===== src/rtl/pipe_register_pkg.sv =====
// -----------------------------------------------------------------------------
// pipe_register_pkg
// Shared helpers for the pipe_register block:
//   occ_w()         width of the occupancy count for a given number of stages
//   width_ok()      legality of the WIDTH parameter
//   stages_ok()     legality of the STAGES parameter
// No ports; imported by pipe_register and pipe_register_stage.
// -----------------------------------------------------------------------------
package pipe_register_pkg;

    // Enough bits to count 0..stages inclusive.
    function automatic int unsigned occ_w(input int unsigned stages);
        return $clog2(stages + 1);
    endfunction

    function automatic bit width_ok(input int unsigned width);
        return width >= 1;
    endfunction

    function automatic bit stages_ok(input int unsigned stages);
        return stages >= 1;
    endfunction

endpackage


===== src/rtl/pipe_register_stage.sv =====
// -----------------------------------------------------------------------------
// pipe_register_stage
// One stage of the pipe_register chain: a data register, a valid flag, the
// load enable and the local ready term.
//
// Ports:
//   clk        clock, rising edge
//   reset      synchronous active-high reset, clears valid and data
//   clear      drops the valid flag (flush); data is left untouched
//   up_valid   valid of the upstream stage (or in_valid for stage 0)
//   up_data    data of the upstream stage (or d for stage 0)
//   down_rdy   ready of the downstream stage (or out_ready for the last stage)
//   valid      this stage holds a word
//   data       word held by this stage
//   rdy        this stage can take a word this cycle
//   valid_nxt  value valid takes at the next edge (feeds the occupancy count)
// -----------------------------------------------------------------------------
module pipe_register_stage
    import pipe_register_pkg::*;
#(
    parameter int unsigned WIDTH = 32
) (
    input  logic             clk,
    input  logic             reset,
    input  logic             clear,
    input  logic             up_valid,
    input  logic [WIDTH-1:0] up_data,
    input  logic             down_rdy,
    output logic             valid,
    output logic [WIDTH-1:0] data,
    output logic             rdy,
    output logic             valid_nxt
);

    logic             valid_q;
    logic [WIDTH-1:0] data_q;
    logic             load;

    always_comb begin
        // An empty stage always accepts, which is what collapses bubbles.
        rdy  = ~valid_q | down_rdy;
        load = rdy & up_valid & ~clear;

        valid_nxt = valid_q;
        if (reset || clear) begin
            valid_nxt = 1'b0;
        end else if (rdy) begin
            valid_nxt = up_valid;
        end
    end

    always_ff @(posedge clk) begin
        if (reset) begin
            valid_q <= 1'b0;
            data_q  <= '0;
        end else begin
            valid_q <= valid_nxt;
            // Data only moves with a real word; an empty stage keeps its last value.
            if (load) begin
                data_q <= up_data;
            end
        end
    end

    assign valid = valid_q;
    assign data  = data_q;

endmodule


===== src/rtl/pipe_register.sv =====
// -----------------------------------------------------------------------------
// pipe_register
// Parametrised pipeline register: STAGES registers of WIDTH bits with a
// valid/ready handshake, per-stage bubble collapsing and a registered
// occupancy count. The ready chain is fully combinational (no skid stage).
//
// Parameters:
//   WIDTH      data width in bits (>= 1)
//   STAGES     number of register stages (>= 1)
//
// Ports:
//   clk        clock, rising edge
//   reset      synchronous active-high reset; discards all held words
//   in_valid   upstream presents a word on d
//   in_ready   stage 0 can accept a word this cycle
//   d          input data
//   flush      drop all held words (only with PIPE_REGISTER_FLUSH_EN)
//   out_valid  last stage holds a valid word
//   out_ready  downstream accepts q this cycle
//   q          data register of the last stage
//   occupancy  number of valid stages
//
// Build option:
//   PIPE_REGISTER_FLUSH_EN  adds the flush port; otherwise flush is tied off.
// -----------------------------------------------------------------------------
module pipe_register
    import pipe_register_pkg::*;
#(
    parameter int unsigned WIDTH  = 32,
    parameter int unsigned STAGES = 2,
    localparam int unsigned OCC_W = occ_w(STAGES)
) (
    input  logic             clk,
    input  logic             reset,
    input  logic             in_valid,
    output logic             in_ready,
    input  logic [WIDTH-1:0] d,
`ifdef PIPE_REGISTER_FLUSH_EN
    input  logic             flush,
`endif
    output logic             out_valid,
    input  logic             out_ready,
    output logic [WIDTH-1:0] q,
    output logic [OCC_W-1:0] occupancy
);

    if (!width_ok(WIDTH) || !stages_ok(STAGES)) begin : g_bad_params
        $error("pipe_register: WIDTH and STAGES must both be at least 1");
    end

`ifndef PIPE_REGISTER_FLUSH_EN
    logic flush;
    assign flush = 1'b0;
`endif

    logic [STAGES-1:0] valid_nxt;
    logic [OCC_W-1:0]  occ_d;
    logic [OCC_W-1:0]  occ_q;

    // Each stage links to its neighbours through per-block signals so the
    // ready chain runs from out_ready back to stage 0 without a shared vector.
    for (genvar i = 0; i < STAGES; i++) begin : g_stage
        logic             up_valid;
        logic [WIDTH-1:0] up_data;
        logic             down_rdy;
        logic             stage_valid;
        logic [WIDTH-1:0] stage_data;
        logic             stage_rdy;

        if (i == 0) begin : g_head
            assign up_valid = in_valid;
            assign up_data  = d;
        end else begin : g_link
            assign up_valid = g_stage[i-1].stage_valid;
            assign up_data  = g_stage[i-1].stage_data;
        end

        if (i == STAGES - 1) begin : g_tail
            assign down_rdy = out_ready;
        end else begin : g_mid
            assign down_rdy = g_stage[i+1].stage_rdy;
        end

        pipe_register_stage #(
            .WIDTH (WIDTH)
        ) u_stage (
            .clk       (clk),
            .reset     (reset),
            .clear     (flush),
            .up_valid  (up_valid),
            .up_data   (up_data),
            .down_rdy  (down_rdy),
            .valid     (stage_valid),
            .data      (stage_data),
            .rdy       (stage_rdy),
            .valid_nxt (valid_nxt[i])
        );
    end

    // Reset empties every stage, so in_ready is reported high while it is
    // asserted; a flush cycle blocks both ends so nothing transfers.
    assign in_ready  = reset | (g_stage[0].stage_rdy & ~flush);
    assign out_valid = g_stage[STAGES-1].stage_valid & ~flush;
    assign q         = g_stage[STAGES-1].stage_data;

    // Count the valids the stages will hold after this edge, so the
    // registered count lines up with the registered valid flags.
    always_comb begin
        occ_d = '0;
        for (int i = 0; i < STAGES; i++) begin
            occ_d = occ_d + OCC_W'(valid_nxt[i]);
        end
    end

    always_ff @(posedge clk) begin
        if (reset) begin
            occ_q <= '0;
        end else begin
            occ_q <= occ_d;
        end
    end

    assign occupancy = occ_q;

endmodule


===== config.mk =====
export PLATFORM = sky130hd
export DESIGN_NAME = pipe_register
export DESIGN_NICKNAME = d
export VERILOG_FILES = /design/src/rtl/pipe_register_pkg.sv /design/src/rtl/pipe_register_stage.sv /design/src/rtl/pipe_register.sv
export SDC_FILE = /design/constraint.sdc
export NUM_CORES = 1
export LEC_CHECK = 0
export ABC_AREA = 0
export ABC_CLOCK_PERIOD_IN_PS = 1500
export CORE_MARGIN = 10
export CORE_UTILIZATION = 50
export DETAILED_ROUTE_END_ITERATION = 8
export DONT_BUFFER_PORTS = 1
export HOLD_SLACK_MARGIN = 0.02
export SETUP_SLACK_MARGIN = 0.2
export SYNTH_ARGS = -nofsm -noshare
export SYNTH_HDL_FRONTEND = slang
export SYNTH_SLANG_ARGS = --single-unit
export TNS_END_PERCENT = 1

===== constraint.sdc =====
create_clock -name clk -period 1.5 [get_ports clk]
set_clock_uncertainty 0.1 [all_clocks]
set_input_delay 0.3 -clock clk [delete_from_list [all_inputs] [get_ports clk]]
set_output_delay 0.3 -clock clk [all_outputs]
set_load 0.02 [all_outputs]

==> impl_metrics.json <==
{
  "p_leak_nw": 1.29,
  "cts_buffers": 9,
  "fp.dieH_um": 95.2,
  "syn_inst": 301,
  "vias": 2101,
  "cp_max_fo": 3,
  "drtPass1Iterations": 4,
  "multi_input_area_um2": 1310,
  "regArea_um2": 1370,
  "antenna_cells": 0,
  "preCtsSetupSlack_ns": 0.179,
  "grt-ovfl-total": 0,
  "io_buffers": 0,
  "clk_latency_ns": 0.33,
  "finalWirelength_um": 6630,
  "htreeDepth": 3,
  "coreArea_um2": 5510,
  "grt_first_pass_wirelength_um": 10400,
  "final_layout_size_suffix_gt1_frac": 0.117,
  "grt_max_degree": 104,
  "rows": 27,
  "min_period_ns": 1.51,
  "clockBufferDepth": 2,
  "synth_top_area_frac": 0.482,
  "syn_avg_cell_area_um2": 9.39,
  "critPathLaunchType": "flop",
  "first_global_vias": 2071,
  "violations": "negative hold slack, negative setup slack",
  "ant_nets": 0,
  "period_share": 1.01,
  "setup_tns_ns": -0.00955,
  "slew_viol_final": 0,
  "yosysTopAreaCell": "dfxtp_1",
  "final_common_cell": "dfxtp_1",
  "yosys_warnings": 0,
  "wl_per_cell_um": 16.4,
  "antenna_found_initial": 0,
  "endpoint_kind": "output port",
  "layout_common_cells": "dfxtp_1 (66), nand2b_1 (64), a21oi_1 (34)",
  "outcome": "finished with violations",
  "pwr-share-comb": 0.094,
  "holdWs_ns": -0.0671,
  "clock-sinks": 68,
  "tightest_slew_ns": 0.296,
  "drv_cap": 0,
  "placed_cells": 358,
  "fmax_ghz": 0.662,
  "ios": 72,
  "hpwl_um": 4170,
  "cts_tree": "done",
  "report.final.hold_viol_count": 30,
  "syn_nets": 338,
  "finalSetupViolCount": 1,
  "power.share.clock": 0.364,
  "p_int_mw": 2.76,
  "fillCellCount": 493,
  "route.detailed.drc": 0,
  "ys_types": 18,
  "yosysSeqAreaShare": 0.482,
  "crit_arrival_ns": 1.11,
  "path_class": "flop to output port",
  "switching_power_mw": 0.863,
  "finish.utilization": 0.614,
  "max_slew_margin": 0.802,
  "clk_pin_slew_ns": 0.07,
  "netlist_top_cells_area": "dfxtp_1 (48%), nand2b_1 (14%), mux2i_1 (11%), a21oi_1 (6.2%), nand3_1 (5.7%)",
  "vdd_drop_max_mv": 0.659,
  "start_util": 0.513,
  "die_area_um2": 9060,
  "powerDensity_nw_per_um2": 1070,
  "worst_ep_required_time_ns": 1.10,
  "finalWeightedCongestion": 0.712,
  "p_sw_frac": 0.238,
  "vias_per_cell": 5.20,
  "nNetsFinal": 365,
  "syn_area_um2": 2830,
  "pwr-share-seq": 0.543,
  "dr.first_iter.drc_count": 91,
  "totalPowerFinal_mw": 3.62,
  "fin_cells": 404,
  "grt.total_usage": 0.147,
  "ys_ff_latch": 68,
  "fin_ws_ns": -0.00955,
  "area_delta_synth_final_pct": 19.6,
  "worstHoldPathType": "primary input to flop",
  "cts_root_buf": "clkbuf_8",
  "grt_setup_unrepaired": "true",
  "die_x_um": 95.2
}
==> logic make-up after synthesis <==
logic type,count (synthesis),synth area share
AO/OA/AOI/OAI,68,0.125
adder cells (fa/ha/maj),1,0.00443
buffers and inverters,29,0.0606
flip-flops,68,0.482
multiplexers,32,0.113
AND/OR/NAND/NOR,103,0.215
==> path summary, 6_finish.rpt <==
path	startpoint	to	slack (ns)	depth (start not counted)
setup reg to reg	g_stage[1].u_stage.valid$_SDFF_PP0_	g_stage[0].u_stage.data[29]$_SDFFE_PP0P_	0.10	5
hold reg to reg	g_stage[0].u_stage.data[22]$_SDFFE_PP0P_	g_stage[1].u_stage.data[22]$_SDFFE_PP0P_	0.36	2
hold / removal	reset	g_stage[1].u_stage.data[17]$_SDFFE_PP0P_	-0.07	1
setup / recovery	g_stage[0].u_stage.valid$_SDFF_PP0_	in_ready	-0.01	2
==> synthesized netlist by cell type <==
| cell | n |
|---|---|
| buf_4 | 3 |
| clkbuf_1 | 8 |
| a21oi_1 | 35 |
| nor2b_4 | 1 |
| o21ai_0 | 32 |
| clkbuf_2 | 3 |
| mux2i_1 | 32 |
| inv_1 | 1 |
| a21boi_4 | 1 |
| nor2_1 | 2 |
| nor2b_1 | 2 |
| nand2b_1 | 65 |
| buf_8 | 3 |
| buf_2 | 11 |
| nand3_1 | 32 |
| ha_1 | 1 |
| or3_1 | 1 |
| dfxtp_1 | 68 |
==> worst max-delay path, cell delays in order (launching register included) <==
cell     delay (ns)
dfxtp_2        0.34
inv_2          0.04
or3_4          0.40
==> sequential cells by signal, summed over array words and instances (netlist names) <==
name,cells
occupancy,2
g_stage.u_stage.valid,2
g_stage.u_stage.data,64
==> cell type report <==
cell class | instances | area share
Clock buffer | 13 | 0.0470
Clock inverter | 2 | 0.00296
Inverter | 1 | 0.00111
Multi-Input combinational cell | 204 | 0.388
Sequential cell | 68 | 0.404
Tap cell | 72 | 0.0267
Timing Repair Buffer | 44 | 0.130
==> timing repair <==
| item | CTS | global route |
|---|---|---|
| hold buffers | 25 | 1 |
| setup buffers | 3 | 2 |
| hold endpoints to repair | 61 | 37 |
| gates resized for setup | 8 | 8 |
| gates cloned | 0 | 0 |
| pin swaps | 12 | 15 |
| setup endpoints to repair | 3 | 67 |
==> layer usage <==
| layer | GRT usage | share of wire | up-vias |
|---|---|---|---|
| met2 | 0.234 | 0.46 | 49 |
| met5 | 0 | 0 | - |
| met1 | 0.168 | 0.44 | 969 |
| met4 | 0.0486 | 0.011 | 0 |
| met3 | 0.0770 | 0.093 | 8 |
| li1 | - | - | 1075 |
==> power groups by stage <==
| stage | sequential, mW | combinational (mW) | clock (mW) |
|---|---|---|---|
| after floorplan | 1.99 | 0.248 | 0 |
| final | 1.96 | 0.339 | 1.32 |
| after global routing | 1.97 | 0.372 | 1.45 |
| after detailed placement | 2.00 | 0.269 | 0 |
| after global placement | 2.00 | 0.264 | 0 |
| after CTS | 1.96 | 0.334 | 1.36 |
==> per-stage QoR <==
step	hold slack (ns)	cell area [um2]
6_report	-0.0671	3380
3_5_place_dp	0.275	2880
4_1_cts	-0.0864	3350
3_3_place_gp	0.269	2880
2_1_floorplan	0.316	2840
5_1_grt	-0.0961	3380
No activity file was read; power rests on OpenSTA's default activity.
